==> src/rtl/pixel_prefetch_if.sv <==
// Prefetch <-> SDRAM mux / pixel FIFO signal bundle.
// FRAME_SWAP_EN adds the i_Swap double-buffer select.
interface pixel_prefetch_if;
  logic        i_Begin;
  logic [9:0]  i_Pixel_In_Used;
  logic        i_SDRAM_Grant;
  logic        i_Data_Read_Valid;
`ifdef FRAME_SWAP_EN
  logic        i_Swap;
`endif
  logic        o_SDRAM_Request;
  logic [1:0]  o_Command;
  logic [21:0] o_Data_Address;
  logic        o_FIFO_Wr;
  logic        o_First_Data_Ready;
  logic        o_Frame_Wrap;

  modport master (
    input  i_Begin, i_Pixel_In_Used, i_SDRAM_Grant, i_Data_Read_Valid,
`ifdef FRAME_SWAP_EN
    input  i_Swap,
`endif
    output o_SDRAM_Request, o_Command, o_Data_Address, o_FIFO_Wr,
    output o_First_Data_Ready, o_Frame_Wrap
  );

  modport slave (
    output i_Begin, i_Pixel_In_Used, i_SDRAM_Grant, i_Data_Read_Valid,
`ifdef FRAME_SWAP_EN
    output i_Swap,
`endif
    input  o_SDRAM_Request, o_Command, o_Data_Address, o_FIFO_Wr,
    input  o_First_Data_Ready, o_Frame_Wrap
  );
endinterface

==> src/rtl/pixel_prefetch.sv <==
// Burst-reads the 8bpp framebuffer from SDRAM into the pixel FIFO, keeping it topped up.
// Optional FRAME_SWAP_EN: double-buffered frame base selected by i_Swap at each frame wrap.
module pixel_prefetch #(
  parameter logic [21:0] FRAME_BASE   = 22'h000000,
`ifdef FRAME_SWAP_EN
  parameter logic [21:0] FRAME_BASE_B = 22'h020000,
`endif
  parameter int          FRAME_WORDS  = 96000,
  parameter int          BURST        = 8,
  parameter int          FIFO_DEPTH   = 1024,
  parameter int          PRIME_WORDS  = 256,
  parameter logic [1:0]  CMD_NOP      = 2'd0,
  parameter logic [1:0]  CMD_READ     = 2'd1
) (
  input logic               i_Clk,
  input logic               i_Reset,
  pixel_prefetch_if.master  bus
);
  localparam int          BW          = (BURST > 1) ? $clog2(BURST) : 1;
  localparam int          PW          = $clog2(PRIME_WORDS + 1);
  localparam logic [21:0] BURST_W     = 22'(BURST);
  localparam logic [21:0] FRAME_W     = 22'(FRAME_WORDS);
  localparam logic [10:0] SPACE_LIMIT = 11'(FIFO_DEPTH - 2 * BURST);

  typedef enum logic [2:0] {IDLE, WAIT_SPACE, REQUEST, ISSUE, RECEIVE} state_t;

  state_t          state, state_nxt;
  logic [21:0]     addr, frame_base, next_base;
  logic [BW-1:0]   beat;
  logic [PW-1:0]   prime_cnt;
  logic            primed, wrap_q;
  logic            req, wr, last_beat, space_ok;
  logic [1:0]      cmd;

  assign space_ok  = {1'b0, bus.i_Pixel_In_Used} <= SPACE_LIMIT;
  assign last_beat = (state == RECEIVE) && bus.i_Data_Read_Valid && (beat == BW'(BURST - 1));

`ifdef FRAME_SWAP_EN
  assign next_base = bus.i_Swap ? FRAME_BASE_B : FRAME_BASE;
`else
  assign next_base = FRAME_BASE;
`endif

  always_comb begin
    state_nxt = state;
    req       = 1'b0;
    cmd       = CMD_NOP;
    wr        = 1'b0;
    case (state)
      IDLE:       if (bus.i_Begin) state_nxt = WAIT_SPACE;
      WAIT_SPACE: begin
        if (!bus.i_Begin)  state_nxt = IDLE;
        else if (space_ok) state_nxt = REQUEST;
      end
      REQUEST: begin
        req = 1'b1;
        if (bus.i_SDRAM_Grant) state_nxt = ISSUE;
      end
      ISSUE: begin
        req       = 1'b1;
        cmd       = CMD_READ;
        state_nxt = RECEIVE;
      end
      RECEIVE: begin
        // Grant is not re-checked here: the controller has already committed the burst.
        req = 1'b1;
        wr  = bus.i_Data_Read_Valid;
        if (last_beat) state_nxt = bus.i_Begin ? WAIT_SPACE : IDLE;
      end
      default:    state_nxt = IDLE;
    endcase
  end

  always_ff @(posedge i_Clk) begin
    if (i_Reset) begin
      state      <= IDLE;
      addr       <= FRAME_BASE;
      frame_base <= FRAME_BASE;
      beat       <= '0;
      prime_cnt  <= '0;
      primed     <= 1'b0;
      wrap_q     <= 1'b0;
    end else begin
      state  <= state_nxt;
      wrap_q <= 1'b0;
      if (state == ISSUE)
        beat <= '0;
      else if (state == RECEIVE && bus.i_Data_Read_Valid)
        beat <= beat + 1'b1;
      if (last_beat) begin
        if (addr + BURST_W == frame_base + FRAME_W) begin
          addr       <= next_base;
          frame_base <= next_base;
          wrap_q     <= 1'b1;
        end else begin
          addr <= addr + BURST_W;
        end
      end
      // Saturating count; ready flag is sticky until reset.
      if (wr && prime_cnt != PW'(PRIME_WORDS)) prime_cnt <= prime_cnt + 1'b1;
      if (wr && prime_cnt == PW'(PRIME_WORDS - 1)) primed <= 1'b1;
    end
  end

  assign bus.o_SDRAM_Request    = req;
  assign bus.o_Command          = cmd;
  assign bus.o_Data_Address     = addr;
  assign bus.o_FIFO_Wr          = wr;
  assign bus.o_First_Data_Ready = primed;
  assign bus.o_Frame_Wrap       = wrap_q;
endmodule
==> src/flat_wrapper.sv <==
// flat-port wrapper written by rule: the top's interface ports become plain ports
module pixel_prefetch_flat 
#(
  parameter logic [21:0] FRAME_BASE   = 22'h000000,

  parameter int          FRAME_WORDS  = 96000,
  parameter int          BURST        = 8,
  parameter int          FIFO_DEPTH   = 1024,
  parameter int          PRIME_WORDS  = 256,
  parameter logic [1:0]  CMD_NOP      = 2'd0,
  parameter logic [1:0]  CMD_READ     = 2'd1
)
  (i_Clk, i_Reset, bus_i_Begin, bus_i_Pixel_In_Used, bus_i_SDRAM_Grant, bus_i_Data_Read_Valid, bus_o_SDRAM_Request, bus_o_Command, bus_o_Data_Address, bus_o_FIFO_Wr, bus_o_First_Data_Ready, bus_o_Frame_Wrap);
  pixel_prefetch_if bus_i ();
  input logic i_Clk;
  input logic i_Reset;
  input wire logic [$bits(bus_i.i_Begin)-1:0] bus_i_Begin;
  input wire logic [$bits(bus_i.i_Pixel_In_Used)-1:0] bus_i_Pixel_In_Used;
  input wire logic [$bits(bus_i.i_SDRAM_Grant)-1:0] bus_i_SDRAM_Grant;
  input wire logic [$bits(bus_i.i_Data_Read_Valid)-1:0] bus_i_Data_Read_Valid;
  output wire logic [$bits(bus_i.o_SDRAM_Request)-1:0] bus_o_SDRAM_Request;
  output wire logic [$bits(bus_i.o_Command)-1:0] bus_o_Command;
  output wire logic [$bits(bus_i.o_Data_Address)-1:0] bus_o_Data_Address;
  output wire logic [$bits(bus_i.o_FIFO_Wr)-1:0] bus_o_FIFO_Wr;
  output wire logic [$bits(bus_i.o_First_Data_Ready)-1:0] bus_o_First_Data_Ready;
  output wire logic [$bits(bus_i.o_Frame_Wrap)-1:0] bus_o_Frame_Wrap;
  assign bus_i.i_Begin = bus_i_Begin;
  assign bus_i.i_Pixel_In_Used = bus_i_Pixel_In_Used;
  assign bus_i.i_SDRAM_Grant = bus_i_SDRAM_Grant;
  assign bus_i.i_Data_Read_Valid = bus_i_Data_Read_Valid;
  assign bus_o_SDRAM_Request = bus_i.o_SDRAM_Request;
  assign bus_o_Command = bus_i.o_Command;
  assign bus_o_Data_Address = bus_i.o_Data_Address;
  assign bus_o_FIFO_Wr = bus_i.o_FIFO_Wr;
  assign bus_o_First_Data_Ready = bus_i.o_First_Data_Ready;
  assign bus_o_Frame_Wrap = bus_i.o_Frame_Wrap;
  pixel_prefetch #(.FRAME_BASE(FRAME_BASE), .FRAME_WORDS(FRAME_WORDS), .BURST(BURST), .FIFO_DEPTH(FIFO_DEPTH), .PRIME_WORDS(PRIME_WORDS), .CMD_NOP(CMD_NOP), .CMD_READ(CMD_READ)) u_core (.i_Clk(i_Clk), .i_Reset(i_Reset), .bus(bus_i));
endmodule
==> config.mk <==
export PLATFORM = sky130hd
export DESIGN_NAME = pixel_prefetch_flat
export DESIGN_NICKNAME = d
export VERILOG_FILES = /design/src/rtl/pixel_prefetch_if.sv /design/src/rtl/pixel_prefetch.sv /design/src/flat_wrapper.sv
export SDC_FILE = /design/constraint.sdc
export NUM_CORES = 1
export LEC_CHECK = 0
export BUFFER_PORTS_ARGS = -buffer_cell sky130_fd_sc_hd__buf_4
export CAP_MARGIN = 20
export CORE_UTILIZATION = 54
export CTS_CLUSTER_DIAMETER = 200
export CTS_CLUSTER_SIZE = 12
export DETAILED_ROUTE_END_ITERATION = 8
export HOLD_SLACK_MARGIN = 0.08
export PLACE_DENSITY = 0.79
export SLEW_MARGIN = 20
export SYNTH_ARGS = -nofsm -noshare
export SYNTH_HDL_FRONTEND = slang
export SYNTH_SLANG_ARGS = --single-unit
==> constraint.sdc <==
create_clock -name i_Clk -period 3.1 [get_ports i_Clk]
set_input_delay 0.62 -clock i_Clk [delete_from_list [all_inputs] [get_ports i_Clk]]
set_output_delay 0.62 -clock i_Clk [all_outputs]
set_load 0.05 [all_outputs]
# Yosys cells after proc, flatten, opt, wreduce, memory -nomap -nowiden
# Index checks and enable logic that the tools add are counted.
totals:
  register_bits: 39
  inputBits: 15
classes:
  n_addsub: 3
  magnitude_cmp: 1
  eq_ne: 12
  muxes: 12
  n_bitwise: 1
  n_reduce_logical: 9
ops:
  columns: ["op", "count"]
  rows:
  - ["$add A22 B4 Y22 const B", 1]
  - ["$eq A22 B17 Y1 const B", 1]
  - ["$mux W22", 1]
  - ["$mux W3", 5]
  - ["$pmux W3 S5", 1]
  - ["$le A10 B10 Y1 const B", 1]
  - ["$add A9 B1 Y9 const B", 1]
  - ["$eq A9 B8 Y1 const B", 1]
  - ["$ne A9 B9 Y1 const B", 1]
  - ["$eq A3 B2 Y1 const B", 2]
  - ["$eq A3 B3 Y1 const B", 2]
  - ["$mux W1", 5]
  - ["$logic_and A1 B1 Y1", 4]
  - ["$ne A2 B2 Y1 const B", 2]
  - ["$reduce_and A4 Y1", 1]
  - ["$reduce_or A2 Y1", 2]
  - ["$add A3 B1 Y3 const B", 1]
  - ["$eq A3 B1 Y1 const B", 1]
  - ["$logic_not A3 Y1", 1]
  - ["$ne A3 B2 Y1 const B", 1]
  - ["$reduce_or A3 Y1", 1]
  - ["$ne A2 B1 Y1 const B", 1]
  - ["$not A1 Y1", 1]

# Longest topological paths before layout
depth:
  depth_word: 5
  mapped_depth: 8
  mapped_depth_nobuf: 7

# Worst setup path before layout
# OpenSTA, ideal clock, no wires.
synth_path:
  path_kind: "reg-to-reg"
  start: "register u_core.addr[6], in the netlist u_core.bus.o_Data_Address[6]"
  end: "register u_core.wrap_q, in the netlist u_core.bus.o_Frame_Wrap"
  arrival_time_ps: 2466
  setup_slack_ps: 569
  path_stages_with_launch: 8
  path_buffers: 1
  synth_period_minus_slack_ps: 2531
  path_cell_list: "dfxtp_1 > nand3_2 > or2_1 > buf_6 > nor4_1 > xor2_1 > a2111oi_4 > nor2b_1"
synth_via:
  elab_chain_cells: 3
synth_rtl:
  columns: ["element", "line_no", "source"]
  rows:
  - ["start: declaration", "pixel_prefetch.sv:28", "logic [21:0] addr, frame_base, next_base;"]
  - ["start signal: assignment", "pixel_prefetch.sv:92", "addr <= next_base;"]
  - ["start signal: assignment", "pixel_prefetch.sv:96", "addr <= addr + BURST_W;"]
  - ["$add A22 B4 Y22", "pixel_prefetch.sv:91", "if (addr + BURST_W == frame_base + FRAME_W) begin"]
  - ["$eq A22 B17 Y1", "pixel_prefetch.sv:91", null]
  - ["$mux W1", "pixel_prefetch.sv:91", null]
  - ["end signal: assignment", "pixel_prefetch.sv:82", "wrap_q <= 1'b0;"]
  - ["end signal: assignment", "pixel_prefetch.sv:85", "wrap_q <= 1'b0;"]
  - ["end signal: assignment", "pixel_prefetch.sv:94", "wrap_q <= 1'b1;"]
  - ["end: declaration", "pixel_prefetch.sv:31", "logic primed, wrap_q;"]
# No other way between the ends.
# A chain may end at the register's enable or synchronous reset.

# Worst setup path in the final report
layout_path:
  start: "register u_core.addr[3], in the netlist u_core.bus.o_Data_Address[3]"
  end: "register u_core.wrap_q, in the netlist u_core.bus.o_Frame_Wrap"
# The elaborated chain is that of the path after synthesis.

==> flow_metrics.tcl <==
set metrics [dict create \
    req_time_crit_path_ns 3.33 \
    timing.max_slew.rel_slack_pct 56.7 \
    yosysWarningCount 0 \
    fin_nets 291 \
    critPathArrivalTime_ns 2.87 \
    synth.yosys.seq_area_share_pct 35.7 \
    mean_routed_wirelength_per_cell_um 13.2 \
    cts_resized 0 \
    status "finished, final reports clean" \
    share_of_the_synthesized_area_in_the_top_cell_type_pct 35.7 \
    holdCritPathClass "reg -> reg" \
    min_cycle_time_layout_ns 2.63 \
    grt_start_max_net_pins 35 \
    fin_skew_ns 0.00765 \
    report.final.setup_viol 0 \
    clk_pin_slew_worst_paths_ns 0.07 \
    synth-async-reset-ratio_pct 0 \
    antenna_found_initial 0 \
    fp.dieH_um 63.2 \
    post_synth_instance_area_um2 2020 \
    wl_met2_um 1970 \
    setup.reg_to_reg.worst_slack_ns 0.47 \
    pwr_density_cell_nw_per_um2 355 \
    floorplan.io_pins 43 \
    vias 1767 \
    highest_layer "met4" \
    drive_gt1_share_pct 22.1 \
    io_buffer_count 38 \
    dpl_cell_area_um2 2290 \
    ant_nets 0 \
    ys_types 55 \
    post_synth.cell_area_avg_um2 8.56 \
    fin_crit_sh_pct 84.9 \
    critical_path.reg2reg.startpoint "u_core.bus.o_Data_Address[3]$_SDFFE_PP0P_" \
    cts_post_setup_buffers_inserted 0 \
    finish.instance_area_um2 2380 \
    die_w_um 63.2 \
    top_library_cells_by_usage_in_the_layout_fill_and_taps_aside "sky130_fd_sc_hd__buf_4, sky130_fd_sc_hd__dfxtp_1, sky130_fd_sc_hd__nor2_1, sky130_fd_sc_hd__nand2_1, sky130_fd_sc_hd__xor2_1" \
    synth_enable_flop_cells 0 \
    synthCells 236 \
    layout.cells.most_common "sky130_fd_sc_hd__buf_4" \
    timing.max_cap.violations 0 \
    detail_route.wirelength_um 4180 \
    insertedDiodeCount 0 \
    finalSetupTns_ns 0 \
    tritoncts "yes" \
    yosys.area.top_type "sky130_fd_sc_hd__dfxtp_1" \
    maximum_clock_insertion_buffer_count 2 \
    cellLeakagePower_nw 0.921 \
    overall_global_routing_usage_pct 22.5 \
    areaGrowthSynthToFinish_pct 17.7 \
    core_um2 3470 \
    routed_wire_length_on_met3_um 210 \
    number_of_design_rule_violations_left_after_detail_routing 0 \
    wire_length_of_the_first_global_routing_pass_um 7070 \
    clock_sinks 36 \
    grt_pass1_vias 1544 \
    yosys-top-cells-area "sky130_fd_sc_hd__dfxtp_1, sky130_fd_sc_hd__xor2_1, sky130_fd_sc_hd__nor2_1, sky130_fd_sc_hd__xnor2_1, sky130_fd_sc_hd__nand4_1" \
    cts_inserted_buffers 5 \
    hold_start "u_core.bus.o_First_Data_Ready$_SDFFE_PP0P_" \
    synth_seq_cells 36 \
    cts_htree_levels 2 \
    worst_path_largest_cell_delay_ns 0.58 \
    std_cell_rows 21 \
    ctsHoldBuffers 0 \
    tightestPinTransition_ns 0.644 \
    met1_length_um 1940 \
    design.die.area_um2 3990 \
    place_hpwl_um 2910 \
    crit_type "reg -> reg" \
    worst_setup_path_start_kind "flip-flop" \
    slew_violations 0 \
    worstPathMaxFanout 14 \
    grt_setup_unrepaired "false" \
    clock.fmax_ghz 0.380 \
    gp_congestion 0.885 \
    globalRoute.totalOverflow 0 \
    timing.critical_path.from "u_core.bus.o_Data_Address[3]$_SDFFE_PP0P_" \
    critical_path.slowest_cell "sky130_fd_sc_hd__dfxtp_1" \
    crit_path_end_kind "flip-flop" \
    max-vdd-ir-drop_mv 0.355 \
    hold_viol 0 \
    route.detailed.vias_per_inst 5.57 \
    detail_route.first_pass.iterations 4 \
    clkLatencyLatePin_ns 0.30 \
    initial_util_pct 58.3 \
    synth_top_flop_cell "sky130_fd_sc_hd__dfxtp_1" \
    clock_tree.root_cell "sky130_fd_sc_hd__clkbuf_8" \
    worstPathCellList "ha_1, a21boi_0, nand3b_1, a211oi_1, o2111ai_1, a2111oi_4, nor2b_1" \
    first_iter_violations 201 \
]
-- cells in the mapped netlist (all sizes together), types with 2 or more instances --
library cell	instances
o21ai	3
clkbuf	6
ha	6
nor2b	4
buf	8
nand3	6
nor2	29
a31oi	3
and4b	2
or2	2
nor3	13
nand2	17
nand4b	2
mux2i	2
o211ai	2
xnor2	11
nor4	3
inv	9
nand4	13
a211oi	4
a2111oi	2
a21oi	9
dfxtp	36
and3	4
or4	2
and4	4
or3	4
a21boi	2
xor2	14
-- where the power goes --
part	internal, mW	switching (mW)
combinational	0.0186	0.0296
clock	0.156	0.173
sequential	0.464	0.00319
total	0.639	0.205
-- registers in the layout, summed over array words and instances, names as in the netlist --
signal                         count
u_core.bus.o_First_Data_Ready      1
u_core.state                       3
u_core.beat                        3
u_core.bus.o_Data_Address         19
u_core.prime_cnt                   9
u_core.bus.o_Frame_Wrap            1
-- area by class of cell --
class,instances,area [µm²]
inverter,9,33.8
clock inverter,3,18.8
multi-input combinational,179,1190
tap,46,57.6
fill,297,1090
sequential,36,721
timing repair buffer,39,293
clock buffer,5,68.8
-- metal layers --
| metal | global-route usage (%) | vias up |
|---|---|---|
| met5 | 0 | - |
| met4 | 8.52 | 0 |
| met3 | 7.25 | 6 |
| met2 | 35.3 | 39 |
| met1 | 28.6 | 812 |
| li1 | - | 910 |
-- kinds of logic after synthesis --
group	synth area share, %
simple gates	31.1
flops	35.7
compound gates	11.3
xor+xnor	10.8
buf+inv	6.19
fa+ha+maj	3.72
mux	0.991
other cells	0.186
-- through the flow --
stage	instances	utilization [%]	total power, mW	worst slack, ns	hold WS, ns
4_1_cts	317	68.6	0.850	0.505	0.499
3_5_place_dp	309	66.1	0.526	0.508	0.470
6_report	317	68.6	0.845	0.468	0.497
3_3_place_gp	309	66.1	0.526	0.584	0.464
5_1_grt	317	68.6	0.881	0.241	0.520
2_1_floorplan	239	-	0.513	0.569	0.465
-- critical path, delay by kind of cell, from the launching register on --
kind / cells / cell delay (ns)
fa+ha+maj: 1 / 0.39
simple gates: 2 / 0.31
compound gates: 4 / 1.29
flops: 1 / 0.58
-- final timing paths --
| check | to | cells after the start |
|---|---|---|
| max reg2reg | u_core.bus.o_Frame_Wrap$_SDFF_PP0_ | 7 |
| max | u_core.bus.o_Frame_Wrap$_SDFF_PP0_ | 7 |
| min | u_core.bus.o_First_Data_Ready$_SDFFE_PP0P_ | 2 |
| min reg2reg | u_core.bus.o_First_Data_Ready$_SDFFE_PP0P_ | 2 |
Note: power is estimated with default switching activity, not from simulation.
